==> src/rtl/wdm_waveguide.sv <==
// -----------------------------------------------------------------------------
// wdm_waveguide
//
// Bidirectional multi-wavelength waveguide model for the ONoC simulator. Each of
// N_CH wavelength channels carries an independent packet stream left-to-right
// (LR) and right-to-left (RL) through a fixed DELAY-stage delay line. One
// instance models one physical link between two optical router ports.
//
// Parameters
//   DELAY      delay-line depth in cycles (2..64)
//   N_CH       number of wavelength channels (1..32)
//   LOOKAHEAD  cycles before delivery that arrive_soon_* asserts (1..DELAY-1)
//   CNT_W      width of the saturating statistics counters
//
// Ports
//   clk                 rising-edge clock
//   rst_n               asynchronous active-low reset
//   ch_en               per-channel injection enable (both directions)
//   data_in_lr/_rl      injected packet per channel
//   valid_in_lr/_rl     injection valid per channel
//   data_out_right/left delivered packet per channel (LR / RL)
//   valid_out_right/left delivery valid per channel
//   arrive_soon_right/left  a delivery follows in LOOKAHEAD cycles
//   occ_lr/_rl          valid stages in flight per channel
//   delivered_lr/_rl    saturating delivery counts per direction
//   dropped             saturating count of injections refused by ch_en
//
// Build option
//   WDM_WAVEGUIDE_TRACE_EN  when defined, prints a per-cycle trace of every
//                           delay line and one line per delivery. Logic is
//                           identical either way.
// -----------------------------------------------------------------------------

package wdm_waveguide_pkg;

  // Optical packet as carried on one wavelength.
  typedef struct packed {
    logic [15:0] timestamp;
    logic [3:0]  src;
    logic [3:0]  dst;
    logic [7:0]  payload;
  } packet_t;

endpackage

module wdm_waveguide
  import wdm_waveguide_pkg::*;
#(
  parameter int DELAY     = 4,
  parameter int N_CH      = 4,
  parameter int LOOKAHEAD = 1,
  parameter int CNT_W     = 16
) (
  input  logic                                  clk,
  input  logic                                  rst_n,
  input  logic [N_CH-1:0]                       ch_en,
  input  packet_t [N_CH-1:0]                    data_in_lr,
  input  logic [N_CH-1:0]                       valid_in_lr,
  input  packet_t [N_CH-1:0]                    data_in_rl,
  input  logic [N_CH-1:0]                       valid_in_rl,
  output packet_t [N_CH-1:0]                    data_out_right,
  output logic [N_CH-1:0]                       valid_out_right,
  output packet_t [N_CH-1:0]                    data_out_left,
  output logic [N_CH-1:0]                       valid_out_left,
  output logic [N_CH-1:0]                       arrive_soon_right,
  output logic [N_CH-1:0]                       arrive_soon_left,
  output logic [N_CH-1:0][$clog2(DELAY+1)-1:0]  occ_lr,
  output logic [N_CH-1:0][$clog2(DELAY+1)-1:0]  occ_rl,
  output logic [CNT_W-1:0]                      delivered_lr,
  output logic [CNT_W-1:0]                      delivered_rl,
  output logic [CNT_W-1:0]                      dropped
);

  localparam int OCC_W = $clog2(DELAY + 1);
  // Per-cycle increments are summed at this width so a sum near the ceiling
  // cannot wrap before it is clamped.
  localparam int SUM_W = CNT_W + $clog2(2 * N_CH + 1);
  localparam logic [CNT_W-1:0] CNT_MAX = '1;

  // Elaboration-time parameter guards.
  if (DELAY < 2 || DELAY > 64) begin : g_bad_delay
    $error("wdm_waveguide: DELAY must be in 2..64");
  end
  if (N_CH < 1 || N_CH > 32) begin : g_bad_nch
    $error("wdm_waveguide: N_CH must be in 1..32");
  end
  if (LOOKAHEAD < 1 || LOOKAHEAD > DELAY - 1) begin : g_bad_la
    $error("wdm_waveguide: LOOKAHEAD must be in 1..DELAY-1");
  end

  // ---------------------------------------------------------------------------
  // Helpers
  // ---------------------------------------------------------------------------
  function automatic logic [OCC_W-1:0] count_stages(input logic [DELAY-1:0] v);
    logic [OCC_W-1:0] n;
    n = '0;
    for (int i = 0; i < DELAY; i++) n = n + OCC_W'(v[i]);
    return n;
  endfunction

  function automatic logic [SUM_W-1:0] count_ch(input logic [N_CH-1:0] v);
    logic [SUM_W-1:0] n;
    n = '0;
    for (int i = 0; i < N_CH; i++) n = n + SUM_W'(v[i]);
    return n;
  endfunction

  function automatic logic [CNT_W-1:0] sat_add(input logic [CNT_W-1:0] a,
                                                input logic [SUM_W-1:0] b);
    logic [SUM_W-1:0] s;
    s = SUM_W'(a) + b;
    if (s > SUM_W'(CNT_MAX)) return CNT_MAX;
    return s[CNT_W-1:0];
  endfunction

  // ---------------------------------------------------------------------------
  // Delay-line state: bit/element 0 is the injection stage, DELAY-1 the output.
  // ---------------------------------------------------------------------------
  logic    [DELAY-1:0] vld_lr_q [N_CH];
  logic    [DELAY-1:0] vld_rl_q [N_CH];
  packet_t [DELAY-1:0] dat_lr_q [N_CH];
  packet_t [DELAY-1:0] dat_rl_q [N_CH];

  logic    [DELAY-1:0] vld_lr_d [N_CH];
  logic    [DELAY-1:0] vld_rl_d [N_CH];
  packet_t [DELAY-1:0] dat_lr_d [N_CH];
  packet_t [DELAY-1:0] dat_rl_d [N_CH];

  logic [N_CH-1:0] acc_lr, acc_rl;   // accepted injections
  logic [N_CH-1:0] ref_lr, ref_rl;   // injections refused by ch_en

  // ch_en gates only what enters stage 0; stages already loaded keep moving.
  assign acc_lr = valid_in_lr & ch_en;
  assign acc_rl = valid_in_rl & ch_en;
  assign ref_lr = valid_in_lr & ~ch_en;
  assign ref_rl = valid_in_rl & ~ch_en;

  // NOTE: every always_comb output gets a default before any conditional or
  // loop assignment, so no path can leave it unassigned and infer a latch.
  always_comb begin
    for (int ch = 0; ch < N_CH; ch++) begin
      vld_lr_d[ch] = '0;
      vld_rl_d[ch] = '0;
      dat_lr_d[ch] = '0;
      dat_rl_d[ch] = '0;

      vld_lr_d[ch] = {vld_lr_q[ch][DELAY-2:0], acc_lr[ch]};
      vld_rl_d[ch] = {vld_rl_q[ch][DELAY-2:0], acc_rl[ch]};
      // A refused or idle stage 0 carries all-zero data, not stale input.
      dat_lr_d[ch] = {dat_lr_q[ch][DELAY-2:0], acc_lr[ch] ? data_in_lr[ch] : packet_t'('0)};
      dat_rl_d[ch] = {dat_rl_q[ch][DELAY-2:0], acc_rl[ch] ? data_in_rl[ch] : packet_t'('0)};
    end
  end

  // NOTE: the delay-line storage is reset along with the control bits. A reset
  // must discard in-flight packets and every output must read 0 while rst_n is
  // low, and the data outputs come straight from the last stage.
  always_ff @(posedge clk or negedge rst_n) begin
    if (!rst_n) begin
      for (int ch = 0; ch < N_CH; ch++) begin
        vld_lr_q[ch] <= '0;
        vld_rl_q[ch] <= '0;
        dat_lr_q[ch] <= '0;
        dat_rl_q[ch] <= '0;
        occ_lr[ch]   <= '0;
        occ_rl[ch]   <= '0;
      end
    end else begin
      // NOTE: sequential state uses non-blocking assignment so every register
      // samples pre-edge values regardless of statement order.
      for (int ch = 0; ch < N_CH; ch++) begin
        vld_lr_q[ch] <= vld_lr_d[ch];
        vld_rl_q[ch] <= vld_rl_d[ch];
        dat_lr_q[ch] <= dat_lr_d[ch];
        dat_rl_q[ch] <= dat_rl_d[ch];
        // Occupancy is the popcount of the post-edge valid bits, not a tracker.
        occ_lr[ch]   <= count_stages(vld_lr_d[ch]);
        occ_rl[ch]   <= count_stages(vld_rl_d[ch]);
      end
    end
  end

  // ---------------------------------------------------------------------------
  // Outputs taken directly from the delay-line registers.
  // ---------------------------------------------------------------------------
  for (genvar ch = 0; ch < N_CH; ch++) begin : g_out
    assign valid_out_right[ch]   = vld_lr_q[ch][DELAY-1];
    assign valid_out_left[ch]    = vld_rl_q[ch][DELAY-1];
    assign data_out_right[ch]    = dat_lr_q[ch][DELAY-1];
    assign data_out_left[ch]     = dat_rl_q[ch][DELAY-1];
    assign arrive_soon_right[ch] = vld_lr_q[ch][DELAY-1-LOOKAHEAD];
    assign arrive_soon_left[ch]  = vld_rl_q[ch][DELAY-1-LOOKAHEAD];
  end

  // ---------------------------------------------------------------------------
  // Saturating statistics. Deliveries are counted on the edge after they are
  // presented on valid_out_*; refusals on the edge that samples them.
  // ---------------------------------------------------------------------------
  logic [SUM_W-1:0] inc_del_lr, inc_del_rl, inc_drop;

  assign inc_del_lr = count_ch(valid_out_right);
  assign inc_del_rl = count_ch(valid_out_left);
  assign inc_drop   = count_ch(ref_lr) + count_ch(ref_rl);

  always_ff @(posedge clk or negedge rst_n) begin
    if (!rst_n) begin
      delivered_lr <= '0;
      delivered_rl <= '0;
      dropped      <= '0;
    end else begin
      delivered_lr <= sat_add(delivered_lr, inc_del_lr);
      delivered_rl <= sat_add(delivered_rl, inc_del_rl);
      dropped      <= sat_add(dropped, inc_drop);
    end
  end

  // ---------------------------------------------------------------------------
  // Optional simulation trace.
  // ---------------------------------------------------------------------------
`ifdef WDM_WAVEGUIDE_TRACE_EN
  always @(posedge clk) begin
    if (rst_n) begin
      for (int ch = 0; ch < N_CH; ch++) begin
        $write("t=%0t ch%0d LR", $time, ch);
        for (int s = 0; s < DELAY; s++)
          $write(" [%0d:%0b:%0d]", s, vld_lr_q[ch][s], dat_lr_q[ch][s].timestamp);
        $write(" RL");
        for (int s = 0; s < DELAY; s++)
          $write(" [%0d:%0b:%0d]", s, vld_rl_q[ch][s], dat_rl_q[ch][s].timestamp);
        $write("\n");
        if (valid_out_right[ch])
          $display("deliver ch=%0d dir=LR ts=%0d time=%0t",
                   ch, data_out_right[ch].timestamp, $time);
        if (valid_out_left[ch])
          $display("deliver ch=%0d dir=RL ts=%0d time=%0t",
                   ch, data_out_left[ch].timestamp, $time);
      end
    end
  end
`else
  // Trace disabled: the model produces no simulation output.
`endif

endmodule

==> config.mk <==
export PLATFORM = sky130hd
export DESIGN_NAME = wdm_waveguide
export DESIGN_NICKNAME = d
export VERILOG_FILES = /design/src/rtl/wdm_waveguide.sv
export SDC_FILE = /design/constraint.sdc
export NUM_CORES = 1
export LEC_CHECK = 0
export CAP_MARGIN = 20
export CORE_UTILIZATION = 45
export DETAILED_ROUTE_END_ITERATION = 8
export PLACE_DENSITY_LB_ADDON = 0.25
export RECOVER_POWER = 100
export SLEW_MARGIN = 5
export SYNTH_ARGS = -nofsm -noshare
export SYNTH_HDL_FRONTEND = slang
export SYNTH_SLANG_ARGS = --single-unit
==> constraint.sdc <==
create_clock -name clk -period 4.8 [get_ports clk]
set_clock_uncertainty 0.05 [all_clocks]
set_input_delay 0.48 -clock clk [delete_from_list [all_inputs] [get_ports clk]]
set_output_delay 0.48 -clock clk [all_outputs]
set_load 0.05 [all_outputs]
==> flow_metrics.py <==
metrics = {
    "logic_synthesis": {
        "ys_seq_elements": 1128,
        "synth_edf_count": 0,
        "yosysMostFrequentCell": "dfrtp_1",
        "synth_top_area_share_pct": 87.8,
        "synth-xor-area-share_pct": 0.599,
        "ys_seq_area_share_pct": 87.8,
        "ys_warn_count": 0,
        "synth_cell_types": 48,
        "yosys.area_share.simple_pct": 6.94,
        "syn_inst": 1735,
        "yosys-mux-area-fraction_pct": 0.171,
        "synth_async_sr_flop_share_pct": 100,
        "synth_compound_gate_area_share_pct": 0.860,
        "synth_top_family_by_area": "simple AND/OR/NAND/NOR gates",
        "avgSynthCellArea_um2": 18.5,
        "yosysTopAreaCell": "dfrtp_1",
        "syn_area_um2": 32200,
        "synth_area_leaders": "dfrtp_1, and3_1, fa_1",
        "syn-num-nets": 2048,
        "synth_top_flop_cell": "dfrtp_1",
        "synth-adder-area-share_pct": 2.12,
        "ys_top_cells_by_count": "dfrtp_1, and3_1, inv_1",
    },
    "clock_network": {
        "ctsResizeCount": 0,
        "cts_max_level": 3,
        "cts_setup_buffers": 0,
        "clk_pin_slew_ps": 70,
        "cts-hold-fix-buffers": 1,
        "cts-root-buf": "clkbuf_16",
        "cts_buffers": 104,
        "clock_sinks": 1128,
        "clockBufferDepth": 3,
        "tritoncts": "done",
        "insertion_delay_ps": 650,
    },
    "placement": {
        "globalplace.congestion": 0.836,
        "dpl.hpwl_um": 48700,
        "io_buffer_count": 613,
        "place_ws_ps": -120,
        "placed_area_um2": 39500,
    },
    "worst_hold_path": {
        "hp-class": "in -> reg",
    },
    "critical_path": {
        "crit_path_max_fanout": 12,
        "critPathCaptureType": "register",
        "critical_path.max_stage_delay_ps": 560,
        "cp_slowest_cell": "fa_1",
        "cp-start-kind": "input port",
        "arrival_ps": 4870,
        "cp_common_cell": "fa_1",
        "critPathKind": "in -> reg",
        "path_cells": "dlygate4sd3_1, nor2b_1, buf_4, fa_1, inv_1, fa_1, inv_1, fa_1, fa_1, inv_1, fa_1, nand2b_1, a21oi_2, nand3_1, o21ai_0",
        "cp.required_ps": 5300,
    },
    "global_route": {
        "grt_pass1_wl_um": 110000,
        "antenna_found_initial": 24,
        "grt_max_degree": 148,
        "grt_pass1_vias": 17900,
        "gr-total-overflow": 0,
        "grt_util_all_layers_pct": 20.5,
    },
    "pwr": {
        "cellPowerDensity_nw_per_um2": 487,
        "leakagePower_nw": 22.8,
        "peakVddDrop_v": 0.000307,
    },
    "detailed_routing": {
        "drc": 0,
        "drt_iter0_drc": 859,
        "vias": 16100,
        "post_drt_wl_per_cell_um": 20.9,
        "antenna_left": 0,
        "drt_pass1_iterations": 5,
        "wirelength_um": 72400,
        "vias_per_cell": 4.65,
    },
    "timing": {
        "rsz0062_at_grt": "false",
        "setup_violations": 0,
        "slew_headroom_pct": -101,
        "post-route-min-period_ps": 4370,
        "post-route-period-util_pct": 91.1,
        "slew_violations": 202,
        "worst_slew_pin_slew_ps": 3020,
        "hold_viol": 0,
        "setup_ws_ps": 426,
        "max_freq_mhz": 229,
    },
    "die": {
        "row_count": 97,
        "fp.dieW_um": 269,
        "die-height_um": 269,
        "core-area_um2": 70400,
        "io_pins": 614,
        "start_util_pct": 45.7,
        "fp.dieArea_um2": 72500,
    },
    "run": {
        "drv_cap": 4,
    },
    "finish": {
        "drive_above_1_share_pct": 8.05,
        "syn_to_final_growth_pct": 33.9,
        "stdcell_area_um2": 43100,
        "layout.nets": 2739,
    },
    "outcome": {
        "outcome": "finished, violations left",
        "violations": "max-capacitance violations, max-slew violations",
    },
}
## area by class of cell
class	count	area, um^2
fillers	5055	27300
diodes	20	50.0
multi-input cells	485	3430
inverters	57	214
clock inverters	38	531
flip-flops and latches	1128	28200
repair buffers	650	6380
well taps	940	1180
clock buffers	151	3070
## where the power goes
part           total [W]  switching (W)  leakage, nW  internal, W
registers         0.0102       0.000253         15.1      0.00998
clock network    0.00840        0.00345         1.76      0.00495
logic            0.00234        0.00158         5.87     0.000761
## critical path, delay by kind of cell
kind	cells	cell delay, ps
AO/OA/AOI/OAI	2	540
adder cells (fa/ha/maj)	5	2170
buffers and inverters	5	900
AND/OR/NAND/NOR	3	790
## metal layers
layer | share of wire, % | global-route usage, %
met1 | 37 | 23.9
met2 | 52 | 34.4
met3 | 7.5 | 6.79
met4 | 3.9 | 9.55
met5 | 0.047 | 0
## metrics by stage
stage | instances | util (%) | setup TNS (ps) | hold slack [ps] | total power, W
4_1_cts | 3449 | 61.3 | 0 | 112 | 0.0213
2_1_floorplan | 1735 | - | 0 | 134 | 0.0116
3_3_place_gp | 3259 | 56.2 | -200 | 281 | 0.0128
5_1_grt | 3464 | 61.2 | 0 | 146 | 0.0218
6_report | 3469 | 61.2 | 0 | 159 | 0.0210
3_5_place_dp | 3259 | 56.2 | -694 | 285 | 0.0129
## path summary, 6_finish.rpt
path | startpoint | endpoint | slack (ps) | depth (start not counted)
worst max-delay path | valid_in_lr[0] | dropped[5]$_DFF_PN0_ | 430 | 15
worst min-delay path | ch_en[0] | dat_lr_d[434]$_DFF_PN0_ | 160 | 3
worst max register to register | dropped[0]$_DFF_PN0_ | dropped[5]$_DFF_PN0_ | 760 | 12
worst min register to register | dat_lr_d[55]$_DFF_PN0_ | dat_lr_d[87]$_DFF_PN0_ | 280 | 0
max in group asynchronous | rst_n | data_out_left[3]$_DFF_PN0_ | 890 | 3
min in group asynchronous | rst_n | dat_rl_d[462]$_DFF_PN0_ | 1290 | 2
## flip-flops by register name (all words and copies together), names as in the netlist, 8 cells and up
name,cells
delivered_rl,16
vld_rl_d,8
dropped,16
dat_rl_d,384
occ_lr,12
delivered_lr,16
vld_lr_d,8
dat_lr_d,384
data_out_right,128
occ_rl,12
data_out_left,128
## layout by cell type (no fill, tap or decap), drive strengths merged, types with 2 or more instances in the layout
master and n:
bufinv 9, nand3 15, clkinvlp 4, dlygate4sd3 352, clkdlybuf4s50 258, dfrtp 1128, fa 19, ha 24
diode 20, mux2 4, clkbuf 173, clkinv 22, nand2 42, xor2 16, and2 2, xnor2 6
nor2 8, nand4 10, o21bai 2, o21ai 16, and4 4, a211oi 4, o2111ai 4, a21oi 5
or3 5, buf 18, a31oi 4, and3 265, nor2b 9, inv 60, nand2b 8
## kinds of logic after synthesis
group / count (synthesis)
compound gates: 42
xor+xnor: 22
mux: 5
flops: 1128
simple gates: 373
fa+ha+maj: 43
buf+inv: 122
Power figures use the tool's default switching activity.
